**src/rtl/prim_fifo_sync_wm.sv**
```systemverilog
// Synchronous FIFO with optional same-cycle pass-through, watermark flags,
// high-water mark and sticky overflow flag.
//
// Parameters:
//   Width             data bits per entry
//   Depth             number of storage entries (any value >= 1)
//   Pass              1: a write into an empty FIFO is visible on the read port the same cycle
//   OutputZeroIfEmpty 1: rdata_o reads as zero whenever rvalid_o is low
// Ports:
//   clk_i, rst_ni                      clock, asynchronous active-low reset
//   clr_i                              synchronous flush (pointers, depth, max depth, overflow)
//   wvalid_i / wready_o / wdata_i      write handshake
//   rvalid_o / rready_i / rdata_o      read handshake, rdata_o is the head entry
//   depth_o, full_o, empty_o           occupancy status from registered state
//   afull_thresh_i, aempty_thresh_i    watermark thresholds
//   afull_o, aempty_o                  depth_o >= afull_thresh_i, depth_o <= aempty_thresh_i
//   max_depth_o                        registered high-water mark of depth_o
//   ovf_o                              sticky: a write was attempted while full
module prim_fifo_sync_wm #(
  parameter int unsigned Width             = 16,
  parameter int unsigned Depth             = 4,
  parameter bit          Pass              = 1'b1,
  parameter bit          OutputZeroIfEmpty = 1'b0,
  localparam int unsigned DepthW           = $clog2(Depth + 1)
) (
  input  logic              clk_i,
  input  logic              rst_ni,
  input  logic              clr_i,
  input  logic              wvalid_i,
  output logic              wready_o,
  input  logic [Width-1:0]  wdata_i,
  output logic              rvalid_o,
  input  logic              rready_i,
  output logic [Width-1:0]  rdata_o,
  output logic [DepthW-1:0] depth_o,
  output logic              full_o,
  output logic              empty_o,
  input  logic [DepthW-1:0] afull_thresh_i,
  input  logic [DepthW-1:0] aempty_thresh_i,
  output logic              afull_o,
  output logic              aempty_o,
  output logic [DepthW-1:0] max_depth_o,
  output logic              ovf_o
);

  if (Depth == 0) begin : gen_depth_zero
    $error("prim_fifo_sync_wm: Depth must be at least 1");
  end

  localparam int unsigned       PtrW     = (Depth > 1) ? $clog2(Depth) : 1;
  localparam logic [DepthW-1:0] DepthMax = DepthW'(Depth);
  localparam logic [PtrW-1:0]   PtrLast  = PtrW'(Depth - 1);

  logic [Width-1:0]  mem_q [Depth];
  logic [PtrW-1:0]   wptr_q, wptr_d;
  logic [PtrW-1:0]   rptr_q, rptr_d;
  logic [DepthW-1:0] depth_q, depth_d;
  logic [DepthW-1:0] max_depth_q, max_depth_d;
  logic              ovf_q, ovf_d;

  logic pass_en;
  logic wr_en;
  logic rd_en;
  logic bypass;
  logic push;
  logic pop;

  // Status is derived from registered depth only, so it resets asynchronously.
  assign depth_o  = depth_q;
  assign empty_o  = (depth_q == '0);
  assign full_o   = (depth_q == DepthMax);
  assign wready_o = ~full_o;

  // Pass-through applies only while storage is empty; the head otherwise comes from memory.
  assign pass_en  = Pass && empty_o && wvalid_i;
  assign rvalid_o = ~empty_o | pass_en;

  assign wr_en  = wvalid_i & wready_o;
  assign rd_en  = rvalid_o & rready_i;
  // A pass-through entry consumed in the same cycle never touches storage.
  assign bypass = pass_en & rd_en;
  assign push   = wr_en & ~bypass;
  assign pop    = rd_en & ~bypass;

  assign afull_o     = (depth_q >= afull_thresh_i);
  assign aempty_o    = (depth_q <= aempty_thresh_i);
  assign max_depth_o = max_depth_q;
  assign ovf_o       = ovf_q;

  always_comb begin
    rdata_o = pass_en ? wdata_i : mem_q[rptr_q];
    if (OutputZeroIfEmpty && !rvalid_o) begin
      rdata_o = '0;
    end
  end

  always_comb begin
    wptr_d      = wptr_q;
    rptr_d      = rptr_q;
    depth_d     = depth_q;
    max_depth_d = (depth_q > max_depth_q) ? depth_q : max_depth_q;
    ovf_d       = ovf_q | (wvalid_i & ~wready_o);

    if (push) begin
      wptr_d = (wptr_q == PtrLast) ? '0 : wptr_q + PtrW'(1);
    end
    if (pop) begin
      rptr_d = (rptr_q == PtrLast) ? '0 : rptr_q + PtrW'(1);
    end

    unique case ({push, pop})
      2'b10:   depth_d = depth_q + DepthW'(1);
      2'b01:   depth_d = depth_q - DepthW'(1);
      default: depth_d = depth_q;
    endcase

    // Flush wins over any simultaneous transfer.
    if (clr_i) begin
      wptr_d      = '0;
      rptr_d      = '0;
      depth_d     = '0;
      max_depth_d = '0;
      ovf_d       = 1'b0;
    end
  end

  always_ff @(posedge clk_i or negedge rst_ni) begin
    if (!rst_ni) begin
      wptr_q      <= '0;
      rptr_q      <= '0;
      depth_q     <= '0;
      max_depth_q <= '0;
      ovf_q       <= 1'b0;
    end else begin
      wptr_q      <= wptr_d;
      rptr_q      <= rptr_d;
      depth_q     <= depth_d;
      max_depth_q <= max_depth_d;
      ovf_q       <= ovf_d;
    end
  end

  // Storage is deliberately not reset; entries are only read after being written.
  always_ff @(posedge clk_i) begin
    if (push && !clr_i) begin
      mem_q[wptr_q] <= wdata_i;
    end
  end

  a_depth_bound: assert property (@(posedge clk_i) disable iff (!rst_ni) depth_o <= DepthMax);
  a_depth_known: assert property (@(posedge clk_i) disable iff (!rst_ni) !$isunknown(depth_o));
  a_rvalid_known: assert property (@(posedge clk_i) disable iff (!rst_ni) !$isunknown(rvalid_o));
  a_wready_known: assert property (@(posedge clk_i) disable iff (!rst_ni) !$isunknown(wready_o));

endmodule
```
**config.mk**
```make
export PLATFORM = sky130hd
export DESIGN_NAME = prim_fifo_sync_wm
export DESIGN_NICKNAME = d
export VERILOG_FILES = /design/src/rtl/prim_fifo_sync_wm.sv
export SDC_FILE = /design/constraint.sdc
export NUM_CORES = 1
export LEC_CHECK = 0
export BUFFER_PORTS_ARGS = -buffer_cell sky130_fd_sc_hd__buf_2
export CAP_MARGIN = 30
export CORE_MARGIN = 2
export CORE_UTILIZATION = 60
export CTS_CLUSTER_SIZE = 25
export DETAILED_ROUTE_END_ITERATION = 16
export PLACE_DENSITY_LB_ADDON = 0.1
export SLEW_MARGIN = 20
export SYNTH_ARGS = -nofsm -noshare
export SYNTH_HDL_FRONTEND = slang
export SYNTH_SLANG_ARGS = --single-unit
```
**constraint.sdc**
```tcl
create_clock -name clk_i -period 3.8 [get_ports clk_i]
set_input_delay 0.38 -clock clk_i [delete_from_list [all_inputs] [get_ports clk_i]]
set_output_delay 0.38 -clock clk_i [all_outputs]
set_load 0.03 [all_outputs]
```
# Word level (Yosys, flattened, before mapping)
# Memories as Yosys holds them, arrays and structs flattened.
# Cells that the tools add are included.
# totals
register_bits	11
mem_bits_rw	64
wordCells	51
n_memories	1
# memory_table
name	depth	width	rd	rd_clocked_by_memory_dff	write_ports	line_no	text
mem_q	4	16	1	0	1	54	logic [Width-1:0] mem_q [Depth];
# op_classes
add_sub_neg	4
order_cmp	3
n_eq_ne	5
n_mux	14
bitwise_logic	11
n_reduce_logical	8
# op_table
operator	n
$mux W16	1
$mux W2	6
$mux W3	3
$and A1 B1 Y1	6
$eq A2 B2 Y1 const B	3
$pmux W3 S2	1
$reduce_bool A2 Y1	3
$add A2 B1 Y2 const B	2
$add A3 B1 Y3 const B	1
$eq A3 B3 Y1 const B	1
$ge A3 B3 Y1	1
$gt A3 B3 Y1	1
$le A3 B3 Y1	1
$logic_not A3 Y1	1
$mux W1	3
$not A1 Y1	3
$reduce_bool A3 Y1	1
$sub A3 B1 Y3 const B	1
$eq A2 B1 Y1 const B	1
$logic_and A1 B1 Y1	2
$or A1 B1 Y1	2
$logic_not A1 Y1	1

# Longest topological paths before layout
# logic_depth
ltp_word	10
mapped_depth	8
mapped_depth_nobuf	7

# Worst setup path before layout
# OpenSTA, ideal clock, no wires.
# synth_timing
path_type	reg-to-reg
start	reg depth_q[2], in the netlist depth_o[2]
end	reg depth_q[2], in the netlist depth_o[2]
setup_time_ns	0.099
arrival_ns	2.530
path_slack_ns	1.170
path_stages_with_launch	9
period_less_slack_ns	2.630
path_cell_list	dfrtp_1 buf_2 o31ai_1 a21oi_1 fa_1 or3b_2 a21oi_1 a31oi_1 a311oi_1
# synth_between
elab_chain_cells	10
word_cells_on_any_way	19
cone_classes	2 x add/sub; 3 x eq/ne; 2 x mux; 9 x bitwise; 3 x reduce/logical
# synth_rtl
item	line_no	text
from (decl)	57	logic [DepthW-1:0] depth_q, depth_d;
from (signal assigned)	137	depth_q <= depth_d;
$logic_not A3 Y1	70	assign empty_o = (depth_q == '0);
$logic_and A1 B1 Y1 or $not A1 Y1 (tied branches)	75, 76	
$or A1 B1 Y1	76	assign rvalid_o = ~empty_o | pass_en;
$and A1 B1 Y1	79	assign rd_en = rvalid_o & rready_i;
$and A1 B1 Y1	81	assign bypass = pass_en & rd_en;
$not A1 Y1	82, 83	
$and A1 B1 Y1 (on tied branches)	83, 82	
$eq A2 B1 Y1 or $eq A2 B2 Y1 (tied branches)	111	unique case ({push, pop})
$pmux W3 S2	111	
$mux W3	118	if (clr_i) begin
# Parallel ways exist; a longest one is shown, timed or not.
# A chain may end at the register's enable or synchronous reset.

# Worst setup path in the final report
# layout_timing
start	reg rptr_q[0]
end	out rdata_o[0]
# layout_between
elab_chain_cells	2
# layout_rtl
item	line_no	text
from (decl)	56	logic [PtrW-1:0] rptr_q, rptr_d;
from (signal assigned)	136	rptr_q <= rptr_d;
$mem_v2 Z4 W16	n/a	
$mux W16	91	rdata_o = pass_en ? wdata_i : mem_q[rptr_q];
to (decl)	34	output logic [Width-1:0] rdata_o,
# Every way passes these cells.

==> flow_summary.toml <==
[setup_path]
reg2reg_from = "depth_o[1]$_DFFE_PN0P_"
worst_setup_path_start_kind = "flip-flop"
worstPathMaxFanout = 19
path_class = "flip-flop to primary output"
rr_worst_depth = 7
r2r_slack_ns = 1.15
cp.arrival_ns = 2.44
required_ns = 3.42
end_kind = "primary output"
timing.rr.end = "depth_o[2]$_DFFE_PN0P_"

[die]
initial_core_util_pct = 61.0
dieArea_um2 = 6580
fp-row-count = 28
io-pin-count = 56
core_area_um2 = 5850
die_y_um = 81.1
die_width_um = 81.1

[logic_synthesis]
avgSynthCellArea_um2 = 17.0
ys_types = 36
synth_seq_cells = 75
ys_seq_area_share_pct = 61.5
synth_flop_cell = "edfxtp_1"
synth_nets = 252
synthArstFlopShare_pct = 14.7
synth_edf_count = 64
synth.area.top_cells = "edfxtp_1 (54%), mux4_1 (12%), dfrtp_1 (7.7%), ha_1 (4.9%), mux2_4 (4.2%)"
yosys.area.top_type_share_pct = 53.8
yosys.area.top_type = "edfxtp_1"
yosys_warnings = 0
syn-cell-area_um2 = 3570
synthCells = 210

[clock_network]
clkSinkCount = 75
clk_pin_slew_ns = 0.08
htree_levels = 3
cts_tree = "done"
clk_latency_ns = 0.35
clk_path_buf_depth = 2
cts_root_buf = "clkbuf_8"
numCtsBuffers = 9

[place]
dp_hpwl_um = 3700
numPortBuffers = 55
post_dp_cell_area_um2 = 3860
post-place-ws_ns = 1.15
routabilityCongestion = 0.711

[timing]
relSlewSlack_pct = 37.6
setup_slack_ns = 0.978
worst_pin_slew_ns = 0.935
hold_viol = 0
fin_crit_sh_pct = 74.3
rsz0062_at_grt = "no"
min_period_ns = 2.82
fin_skew_ns = 0.00833
fmax_mhz = 354
slew_viol_final = 0
setup_viol = 0
fin_setup_tns_ns = 0
timing.hold.ws_ns = 0.261

[global_route]
grt_usage_pct = 18.8
grt_max_degree = 20
antenna_found_initial = 0
grt_pass1_vias = 1792
grt_pass1_wl_um = 8850
grt_overflow = 0

[power]
pwr-share-seq_pct = 45.2
pwr-share-clk_pct = 26.9
ir_worst_vdd_mv = 0.319
p_leak_nw = 1.60
cell_internal_pwr_mw = 1.50
p_sw_share_pct = 31.5
p_comb_share_pct = 27.8
powerDensity_nw_per_um2 = 540
fin_total_pwr_mw = 2.19
p_sw_uw = 690

[finish]
num_antenna_cells = 0
design_area_um2 = 4060
layout-drive-gt1-share_pct = 32.7
fin_nets = 309
synthToLayoutAreaGrowth_pct = 13.7

[drt]
routed_wl_um = 5670
vias = 1957
drtIter0Drc = 67
detail_route.wl_per_cell_um = 16.3
route.detailed.drc = 0
vias_per_cell = 5.64
drtAntennaViolNets = 0
drt_first_pass_iters = 4

[worst_hold_path]
holdCritStartpoint = "wdata_i[2]"
hold_class = "input port to flip-flop"
hold_path_end = "mem_q[1][2]$_DFFE_PP_"
hold_depth = 1

[outcome]
status = "finished, final reports clean"

[flow_run]
maxCapViolations = 0
## critical path, stage by stage, from the launching register on
cell and delay [ns]:
dfrtp_1 0.96, mux4_1 0.68, mux2_2 0.28, buf_2 0.17
## sequential cells by signal (all words and copies together) (netlist names)
signal       flops
ovf_o            1
max_depth_o      3
depth_o          3
wptr_q           2
rptr_q           2
mem_q           64
## synth_stat cells (all sizes together), types with 2 or more instances
cell	count
edfxtp	64
mux2	16
mux4	16
ha	14
inv	12
dfrtp	11
nor2	9
a21oi	7
buf	7
nand2b	7
o21ai	7
and2	5
mux2i	5
clkbuf	4
nand2	3
or3	3
a21o	2
a31oi	2
nand3	2
nor2b	2
xnor2	2
## what timing repair did
item / CTS / global route
setup buffers: 0 / 0
hold buffers: 1 / 0
hold endpoints to repair: 11 / 0
gates resized for setup: 0 / 0
## cell type report
cell class / instances / area [µm²]
inverter: 12 / 45.0
clock inverter: 7 / 67.6
clock buffer: 9 / 124
tap: 75 / 93.8
sequential: 75 / 2200
multi-input combinational: 112 / 1240
timing repair buffer: 57 / 293
fill: 398 / 1790
## placed cells by master, fill, tap and decap left out, drive strengths merged, types with 3 or more instances in the layout
| cell type | instances |
|---|---|
| mux4 | 16 |
| ha | 14 |
| nor2 | 9 |
| inv | 13 |
| buf | 56 |
| o21ai | 7 |
| or3 | 3 |
| mux2 | 16 |
| clkinv | 4 |
| and2 | 5 |
| edfxtp | 64 |
| clkbuf | 9 |
| mux2i | 5 |
| nand2 | 3 |
| a21oi | 7 |
| nand2b | 7 |
| dfrtp | 11 |
## worst max-delay path by stage
stage,startpoint,endpoint,slack [ns],cells after the start
after floorplan,depth_o[2]$_DFFE_PN0P_,depth_o[2]$_DFFE_PN0P_,1.17,8
after global placement,depth_o[2]$_DFFE_PN0P_,depth_o[2]$_DFFE_PN0P_,1.21,7
after detailed placement,depth_o[2]$_DFFE_PN0P_,depth_o[2]$_DFFE_PN0P_,1.15,7
after CTS,rptr_q[0]$_DFFE_PN0P_,rdata_o[1],0.93,3
after global routing,rptr_q[0]$_DFFE_PN0P_,rdata_o[1],0.88,3
final,rptr_q[0]$_DFFE_PN0P_,rdata_o[0],0.98,3
## metal layers
| metal | global-route usage (%) | part of all wire, % | vias to the layer above |
|---|---|---|---|
| li1 | - | - | 928 |
| met1 | 26.2 | 46 | 967 |
| met2 | 27.9 | 47 | 49 |
| met3 | 3.67 | 4.2 | 13 |
| met4 | 10.7 | 2.4 | 0 |
| met5 | 0 | 0 | - |
## power groups by stage
| stage | clock network [mW] | registers, mW | logic, mW |
|---|---|---|---|
| after floorplan | 0 | 0.998 | 0.502 |
| after global placement | 0 | 1.01 | 0.606 |
| after detailed placement | 0 | 1.01 | 0.616 |
| after CTS | 0.604 | 0.993 | 0.618 |
| after global routing | 0.638 | 0.999 | 0.663 |
| final | 0.590 | 0.991 | 0.610 |
## stage by stage
step | util, % | std cells
2_1_floorplan | - | 210
3_3_place_gp | 65.9 | 330
3_5_place_dp | 65.9 | 330
4_1_cts | 69.4 | 347
5_1_grt | 69.4 | 347
6_report | 69.4 | 347
## kinds of logic after synthesis
family	Yosys count	share of synthesized area [%]
AND/OR/NAND/NOR	36	5.82
buffers and inverters	23	3.78
XOR/XNOR	2	0.491
adder cells (fa/ha/maj)	15	5.47
flip-flops	75	61.5
multiplexers	37	19.3
AO/OA/AOI/OAI	22	3.64
(Power assumes the default switching activity.)
